==> config.mk <==
export PLATFORM = sky130hd
export DESIGN_NAME = flash_burst_arbiter
export DESIGN_NICKNAME = d
export VERILOG_FILES = /design/src/rtl/flash_burst_arbiter_pkg.sv /design/src/rtl/flash_burst_arbiter_rr_arb2.sv /design/src/rtl/flash_burst_arbiter.sv
export SDC_FILE = /design/constraint.sdc
export NUM_CORES = 1
export LEC_CHECK = 0
export ABC_AREA = 1
export BUFFER_PORTS_ARGS = -buffer_cell sky130_fd_sc_hd__clkbuf_2
export CAP_MARGIN = 5
export CORE_UTILIZATION = 40
export CTS_BUF_LIST = sky130_fd_sc_hd__clkbuf_16
export DETAILED_ROUTE_END_ITERATION = 8
export PLACE_DENSITY_LB_ADDON = 0.15
export SKIP_LAST_GASP = 1
export SYNTH_ARGS = -nofsm -noshare
export SYNTH_HDL_FRONTEND = slang
export SYNTH_SLANG_ARGS = --single-unit
==> constraint.sdc <==
create_clock -name clk -period 3.3 [get_ports clk]
set_input_delay 0.165 -clock clk [delete_from_list [all_inputs] [get_ports clk]]
set_output_delay 0.165 -clock clk [all_outputs]
set_load 0.1 [all_outputs]
==> src/rtl/flash_burst_arbiter_pkg.sv <==
// rtl/flash_burst_arbiter_pkg.sv - shared encodings and constants for the flash burst arbiter
package flash_burst_arbiter_pkg;

  localparam int ADDR_W = 24;
  localparam logic [ADDR_W-1:0] FLASH_DATA_BASE = 24'h400000;

  typedef enum logic [1:0] {
    ST_IDLE  = 2'd0,
    ST_ISSUE = 2'd1,
    ST_WAIT  = 2'd2,
    ST_HOLD  = 2'd3
  } state_t;

  // Byte address increment; wraps FFFFFF -> 000000 by width truncation.
  function automatic logic [ADDR_W-1:0] next_addr(input logic [ADDR_W-1:0] a);
    return a + 24'd1;
  endfunction

endpackage

==> src/rtl/flash_burst_arbiter_rr_arb2.sv <==
// rtl/flash_burst_arbiter_rr_arb2.sv - two-way round-robin picker
module rr_arb2 (
  input  logic [1:0] valid,
  input  logic       prio,
  output logic       grant,
  output logic       gnt_valid
);

  always_comb begin
    gnt_valid = valid[0] | valid[1];
    grant     = valid[prio] ? prio : ~prio;
  end

endmodule

==> src/rtl/flash_burst_arbiter.sv <==
// rtl/flash_burst_arbiter.sv - shares one byte-wide flash reader between two burst requesters
module flash_burst_arbiter
  import flash_burst_arbiter_pkg::*;
#(
  parameter int LEN_W   = 8,
  parameter int TIMEOUT = 255
) (
  input  logic             clk,
  input  logic             rst,
  input  logic             req0_valid,
  input  logic [23:0]      req0_addr,
  input  logic [LEN_W-1:0] req0_len,
  output logic             req0_accept,
  input  logic             req1_valid,
  input  logic [23:0]      req1_addr,
  input  logic [LEN_W-1:0] req1_len,
  output logic             req1_accept,
  output logic             rd0_valid,
  output logic [7:0]       rd0_data,
  output logic             rd0_last,
  input  logic             rd0_ready,
  output logic             rd1_valid,
  output logic [7:0]       rd1_data,
  output logic             rd1_last,
  input  logic             rd1_ready,
  output logic             err0,
  output logic             err1,
  output logic             fl_read,
  output logic [23:0]      fl_addr,
  input  logic             fl_ready,
  input  logic [7:0]       fl_data
);

  localparam int TMO_W = (TIMEOUT < 2) ? 1 : $clog2(TIMEOUT + 1);
  localparam logic [TMO_W-1:0] TMO_MAX = TMO_W'(TIMEOUT);

  state_t             state;
  state_t             state_nxt;
  logic               prio;
  logic               grant;
  logic [23:0]        cur_addr;
  logic [LEN_W-1:0]   remain;
  logic [7:0]         hold;
  logic [TMO_W-1:0]   tmo;

  logic               arb_grant;
  logic               arb_valid;
  logic               sel_ready;
  logic               timed_out;
  logic [23:0]        sel_addr;
  logic [LEN_W-1:0]   sel_len;

  rr_arb2 u_arb (
    .valid     ({req1_valid, req0_valid}),
    .prio      (prio),
    .grant     (arb_grant),
    .gnt_valid (arb_valid)
  );

  always_ff @(posedge clk or posedge rst) begin
    if (rst) begin
      state <= ST_IDLE;
    end else begin
      state <= state_nxt;
    end
  end

  always_comb begin
    state_nxt = state;
    fl_read   = 1'b0;
    timed_out = 1'b0;
    rd0_valid = 1'b0;
    rd1_valid = 1'b0;
    rd0_data  = 8'd0;
    rd1_data  = 8'd0;
    rd0_last  = 1'b0;
    rd1_last  = 1'b0;
    sel_ready = grant ? rd1_ready : rd0_ready;
    sel_addr  = arb_grant ? req1_addr : req0_addr;
    sel_len   = arb_grant ? req1_len : req0_len;
    case (state)
      ST_IDLE: begin
        if (arb_valid) state_nxt = ST_ISSUE;
      end
      ST_ISSUE: begin
        fl_read   = 1'b1;
        state_nxt = ST_WAIT;
      end
      ST_WAIT: begin
        if (fl_ready) begin
          state_nxt = ST_HOLD;
        end else if (tmo == TMO_MAX) begin
          timed_out = 1'b1;
          state_nxt = ST_IDLE;
        end
      end
      ST_HOLD: begin
        // Only the granted port ever sees a beat; the other stays silent.
        rd0_valid = ~grant;
        rd1_valid = grant;
        rd0_data  = grant ? 8'd0 : hold;
        rd1_data  = grant ? hold : 8'd0;
        rd0_last  = ~grant & (remain == '0);
        rd1_last  = grant & (remain == '0);
        if (sel_ready) state_nxt = (remain == '0) ? ST_IDLE : ST_ISSUE;
      end
      default: state_nxt = ST_IDLE;
    endcase
    err0 = timed_out & ~grant;
    err1 = timed_out & grant;
  end

  always_ff @(posedge clk or posedge rst) begin
    if (rst) begin
      prio        <= 1'b0;
      grant       <= 1'b0;
      cur_addr    <= 24'd0;
      remain      <= '0;
      hold        <= 8'd0;
      tmo         <= '0;
      fl_addr     <= 24'd0;
      req0_accept <= 1'b0;
      req1_accept <= 1'b0;
    end else begin
      req0_accept <= 1'b0;
      req1_accept <= 1'b0;
      case (state)
        ST_IDLE: begin
          if (arb_valid) begin
            grant       <= arb_grant;
            cur_addr    <= sel_addr;
            remain      <= sel_len;
            fl_addr     <= sel_addr;
            req0_accept <= ~arb_grant;
            req1_accept <= arb_grant;
          end
        end
        ST_ISSUE: begin
          tmo <= '0;
        end
        ST_WAIT: begin
          if (fl_ready) begin
            hold <= fl_data;
          end else begin
            tmo <= tmo + 1'b1;
            if (tmo == TMO_MAX) prio <= ~grant;
          end
        end
        ST_HOLD: begin
          if (sel_ready) begin
            if (remain == '0) begin
              prio <= ~grant;
            end else begin
              cur_addr <= next_addr(cur_addr);
              fl_addr  <= next_addr(cur_addr);
              remain   <= remain - 1'b1;
            end
          end
        end
        default: ;
      endcase
    end
  end

endmodule

==> results of run 1 <==
[per-stage QoR]
| stage | worst slack, ps | utilization | hold WS [ps] | std cells |
|---|---|---|---|---|
| after floorplan | -595 | - | 286 | 582 |
| after global placement | 960 | 0.496 | 332 | 822 |
| after detailed placement | 887 | 0.496 | 331 | 822 |
| after CTS | 780 | 0.511 | 14.3 | 830 |
| after global routing | 617 | 0.511 | 45.7 | 830 |
| final | 804 | 0.511 | -29.3 | 830 |
[flip-flops by register name (all words and copies together), names as in the netlist]
name / cells
req1_accept: 1
req0_accept: 1
prio: 1
hold: 8
tmo: 8
state: 2
cur_addr: 24
grant: 1
remain: 8
[per-layer routing]
metal	vias up	GRT usage	share of wire
met3	8	0.0355	0.056
met2	109	0.369	0.47
met4	0	0.0424	0.0071
met1	1869	0.305	0.47
li1	2109	-	-
met5	-	0	0
[final timing paths]
kind	startpoint	end	slack, ps
max	state[0]	rd1_last	800
min	rst	prio	-30
max reg2reg	state[0]	cur_addr[12]	880
min reg2reg	remain[5]	remain[5]	520
max in group asynchronous	rst	hold[5]	2550
min in group clk	fl_data[1]	hold[1]	80
[cell usage after synthesis, types with 2 or more instances]
cell	number
clkinv_1	2
dfrtp_1	54
nand4_1	7
o21ai_2	14
buf_2	4
buf_6	4
nor2_1	117
nand2_1	127
o21ai_1	5
nor2_2	11
ha_1	4
a21oi_2	6
nand2_2	2
nand3_2	2
nand3_1	48
inv_2	3
xnor2_1	2
nor3_1	5
nor2_4	2
clkbuf_1	8
o21ai_0	63
a21oi_1	14
o22ai_1	8
buf_4	3
inv_1	55
[final cells by class]
class	instances	area, µm²
repair buffers	131	666
fillers	1004	4540
well taps	129	161
flip-flops and latches	54	1350
multi-input cells	446	2190
inverters	62	236
clock inverters	3	16.3
clock buffers	5	125
[logic make-up after synthesis]
logic type,after synthesis,share of synthesized area
and+or+nand+nor,325,0.361
AOI/OAI and AO/OA,114,0.174
buffers and inverters,82,0.0955
DFF,54,0.350
adders and majority gates,4,0.0130
xor gates and xnor gates,3,0.00680
==> run summary, run 1 <==
Total Wirelength -> 10600 µm
CP max stage cell -> clkbuf_2
Post-synth top area share -> 0.350
Synthesized area -> 0.00386 mm²
Synth Register Bits -> 54
Crit-path cells -> nand2_2 > buf_4 > nor2_1 > clkinv_1 > nor2_2 > clkbuf_2
Sequential area share after synthesis -> 0.350
Worst endpoint data arrival time -> 2330 ps
Crit path time final -> 2500 ps
Hold_buf cts -> 0
Hold slack -> -29.3 ps
Drt drc -> 0
Num CTS Buffers -> 5
CTS tree -> built
PortBufs -> 127
Die area -> 0.0101 mm²
Final Hold Fails -> 31
Synth Instances -> 582
CTS root buf -> clkbuf_16
Routed Antenna Nets -> 0
Clock slew at reported path FFs -> 70 ps
Crit path kind -> reg2out
GRT Resource Usage Total -> 0.222
Routability cong. -> 0.818
CP bufs+invs -> 3
Worst Max-Slew Pin Slew -> 1040 ps
Synth top area cells -> dfrtp_1 (35%), nand2_1 (12%), nor2_1 (11%)
Failing checks -> hold timing
Post-synthesis async set-or-reset flop share -> 1.00
Core Box Area -> 0.00928 mm²
Worst Reg-to-Reg Cells -> 10
H-tree Lvls -> 2
Gates resized, CTS repair -> 0
Worst path top cell family by delay -> buffers and inverters
Die width -> 100 µm
Routed len/inst -> 12.7 µm
Post-route cell area -> 0.00474 mm²
Routed vias -> 4095
Setup bufs post-CTS -> 0
Drt pass-1 iters -> 4
Final setup vio count -> 0
Die Y -> 100 µm
Row cnt -> 35
WP depth -> 6
Clk_lat worst skew -> 290 ps
Initial antenna violation count -> 0
N_diodes -> 0
Synth Net Count -> 665
Setup crit end kind -> output port
Slew Limit Headroom -> 0.305
Period utilisation layout -> 0.756
Fin. max-slew vios -> 0
Synth area leader -> dfrtp_1
Most frequent cells in the layout -> nand2_1 (127), clkbuf_2 (127), nor2_1 (99)
Setup TNS Final -> 0 ps
Vias per cell -> 4.93
Layout area overhead -> 22.8%
Starting Density -> 0.416
Average cell area after synthesis -> 6.64 µm²
Run status -> complete, but fails checks
Top FF cell, synth -> dfrtp_1
Final net count -> 783
HP Class -> in2async
Max cap viols -> 0
Syn. warnings -> 0
Iter 0 DRT Violations -> 136
Worst EP required -> 3130 ps
Vias in the first global route -> 3766
Distinct cell type count after synthesis -> 37
Dpl hpwl -> 7940 µm
Post-synth EDFFs -> 0
Global-route wire length before repair -> 17900 µm
Clock buffer depth -> 2
Area after DPL -> 0.00460 mm²
Largest net degree at the start of global routing -> 48
Max Clock Skew -> 5.90 ps
Io pins -> 128
RSZ-0062 raised after global routing -> no
Layout cells sized above 1 -> 0.290
CP max FO -> 47
Total grt overflow -> 0
Startpoint type of the worst setup path -> register
Clk sinks -> 54
CP max stage delay -> 470 ps
Fmax -> 401 MHz
Power of run 1 is not shown: default switching activity piles up to over one toggle a cycle in this logic, so the estimate is an artifact.
==> inputs of run 2 (changes only) <==
--- a/config.mk
+++ b/config.mk
@@ -5,7 +5,7 @@
 export SDC_FILE = /design/constraint.sdc
 export NUM_CORES = 1
 export LEC_CHECK = 0
-export ABC_AREA = 1
+export ABC_AREA = 0
 export BUFFER_PORTS_ARGS = -buffer_cell sky130_fd_sc_hd__clkbuf_2
 export CAP_MARGIN = 5
 export CORE_UTILIZATION = 40
==> constraint.sdc (replaced) <==
create_clock -name clk -period 2.2 [get_ports clk]
set_input_delay 0.11 -clock clk [delete_from_list [all_inputs] [get_ports clk]]
set_output_delay 0.11 -clock clk [all_outputs]
set_load 0.1 [all_outputs]
==> run 2 against run 1 <==
Net effect:
- the run now ends clean
- critical path depth unchanged
- non-clock buffer count increased by 21
- global-route usage rose by 1.5 points
- worst hold slack improved by 78 ps
- design area rose by 4.7%
- final cell count decreased by 22%
- first-iteration DRC count rose by 8.1%
- core utilization rose by 6.2 points
- via count shrank 11%
- register-to-register slack worse by 740 ps
- sequential share of layout area fell by 0.94 points
- critical endpoint is now cur_addr[4]
==> run summary, run 2 <==
Total Wirelength -> 10400 µm
Vias per cell -> 5.59
Routed len/inst -> 16.0 µm
Max Clock Skew -> 13.1 ps
Crit path kind -> reg2reg
Die width -> 96.3 µm
Top cells by count, synth -> dfrtp_1 (54), nand2_1 (41), nor2_1 (35)
Post-Layout Cell Count -> 651
Reg2reg end -> cur_addr[4]
Synth area leader -> dfrtp_1
Sequential area share after synthesis -> 0.380
H-tree Lvls -> 2
Post-synth EDFFs -> 0
Max cap viols -> 0
Layout cells sized above 1 -> 0.394
Synthesized area -> 0.00355 mm²
GRT Resource Usage Total -> 0.236
Synth Instances -> 406
Io pins -> 128
Commonest non-fill, non-tap cell in the layout -> clkbuf_2
Area after DPL -> 0.00478 mm²
Most frequent cells in the layout -> clkbuf_2 (105), nand2_1 (41), dfrtp_1 (40)
RSZ-0062 raised after global routing -> yes
HP Class -> in2reg
Post-route cell area -> 0.00497 mm²
Routed Antenna Nets -> 0
Clock buffer depth -> 2
Iter 0 DRT Violations -> 147
Drt drc -> 0
Startpoint type of the worst setup path -> register
Synth Register Bits -> 54
Dpl hpwl -> 7950 µm
Post-synth top area share -> 0.380
Initial antenna violation count -> 0
Post-synthesis async set-or-reset flop share -> 1.00
Die Y -> 96.3 µm
Total power per unit cell area -> 1750 mW/mm²
Fmax -> 486 MHz
Number of flip-flops in the largest register -> 24
Crit path time final -> 2060 ps
Syn. warnings -> 0
Row cnt -> 34
FF/Latch Area -> 0.00137 mm²
Distinct cell type count after synthesis -> 55
Setup crit end kind -> register
PortBufs -> 127
Top reg by flops -> cur_addr
Clk_lat worst skew -> 300 ps
Multi-input logic area -> 0.00211 mm²
Util after Layout -> 0.573
Hold Path End -> hold[6]
Filler instances -> 791
Run status -> finished clean
Final net count -> 625
Slew Limit Headroom -> 0.614
N_diodes -> 0
Clock slew at reported path FFs -> 80 ps
Synth Net Count -> 489
Final worst setup slack -> 143 ps
Largest net degree at the start of global routing -> 32
CTS root buf -> clkbuf_16
Final setup vio count -> 0
Max VDD drop -> 1.22 mV
Routability cong. -> 0.867
Vias in the first global route -> 3435
Hold path depth -> 2
Top FF cell, synth -> dfrtp_1
Clk sinks -> 54
Die area -> 0.00927 mm²
Worst endpoint data arrival time -> 2240 ps
Reg-to-reg slack, setup -> 140 ps
Drt pass-1 iters -> 5
Hold Startpoint -> fl_data[6]
Worst EP required -> 2390 ps
Final Hold Fails -> 0
Starting Density -> 0.410
Average cell area after synthesis -> 8.76 µm²
Period utilisation layout -> 0.935
Global-route wire length before repair -> 17000 µm
Num CTS Buffers -> 5
LEAKAGE -> 2.25 nW
Synth top area cells -> dfrtp_1 (38%), mux2_2 (7.9%), o21ai_0 (4.4%)
Post-Place Cells -> 641
Core Box Area -> 0.00868 mm²
DP Worst Slack -> 187 ps
Top-count cell post-synth -> dfrtp_1
Total grt overflow -> 0
Hold slack -> 48.5 ps
Layout area overhead -> 39.8%
Worst Max-Slew Pin Slew -> 579 ps
CP max FO -> 13
Routed vias -> 3637
Worst Reg-to-Reg Cells -> 6
CTS tree -> built
Fin. max-slew vios -> 0
RR Startpoint -> remain[4]
==> run 2: how the worst max path moves through the flow <==
stage | start | slack [ps] | cells after the start | to
2_1_floorplan | state[0] | -460 | 5 | rd0_data[0]
3_3_place_gp | remain[4] | 220 | 6 | cur_addr[4]
3_5_place_dp | remain[4] | 190 | 6 | cur_addr[4]
4_1_cts | state[1] | 40 | 5 | rd0_data[7]
5_1_grt | remain[4] | -20 | 6 | cur_addr[10]
6_report | remain[4] | 140 | 6 | cur_addr[4]
==> run 2: logic make-up after synthesis <==
logic type / Yosys count / share of synthesized area
AOI/OAI and AO/OA: 120 / 0.225
buffers and inverters: 34 / 0.0447
xor gates and xnor gates: 3 / 0.00739
adders and majority gates: 4 / 0.0141
muxes: 32 / 0.0989
and+or+nand+nor: 159 / 0.230
DFF: 54 / 0.380
==> run 2: metrics by stage <==
| step | TNS [ps] | total power, W |
|---|---|---|
| CTS | 0 | 0.00870 |
| floorplan | -7420 | 0.00643 |
| finish | 0 | 0.00872 |
| global route | -45.0 | 0.00925 |
| global placement | 0 | 0.00780 |
| detailed placement | 0 | 0.00789 |
==> run 2: final cells by class <==
type,instances,area share
clock inverter,3,0.00428
sequential,54,0.275
multi-input combinational,318,0.424
timing repair buffer,152,0.235
clock buffer,5,0.0252
tap,108,0.0272
inverter,11,0.00831
==> run 2: metal layers <==
layer  vias to the layer above  part of all wire  GRT usage
li1                       1783                 -          -
met3                         6             0.045     0.0292
met2                       109              0.49      0.400
met1                      1739              0.45      0.319
met4                         0            0.0091     0.0585
met5                         -                 0          0
==> run 2: critical path, stage by stage (launching register included) <==
cell and delay [ps]:
dfrtp_1 470, nor4_4 370, a31oi_1 190, o22ai_2 420
buf_4 250, a21oi_1 50, o22a_1 210
==> run 2: repair_timing <==
| item | 4_1_cts | 5_1_grt |
|---|---|---|
| endpoints found under the hold margin | 23 | 0 |
| hold buffers | 1 | 0 |
| buffers inserted | 0 | 1 |
| gates resized for setup | 0 | 4 |
| endpoints found under the setup margin | 0 | 22 |
==> run 2: power breakdown <==
group,switching [W],internal (W)
Combinational,0.00418,0.00175
Clock,0.000382,0.000423
Sequential,0.000520,0.00146
(Power assumes the default switching activity.)
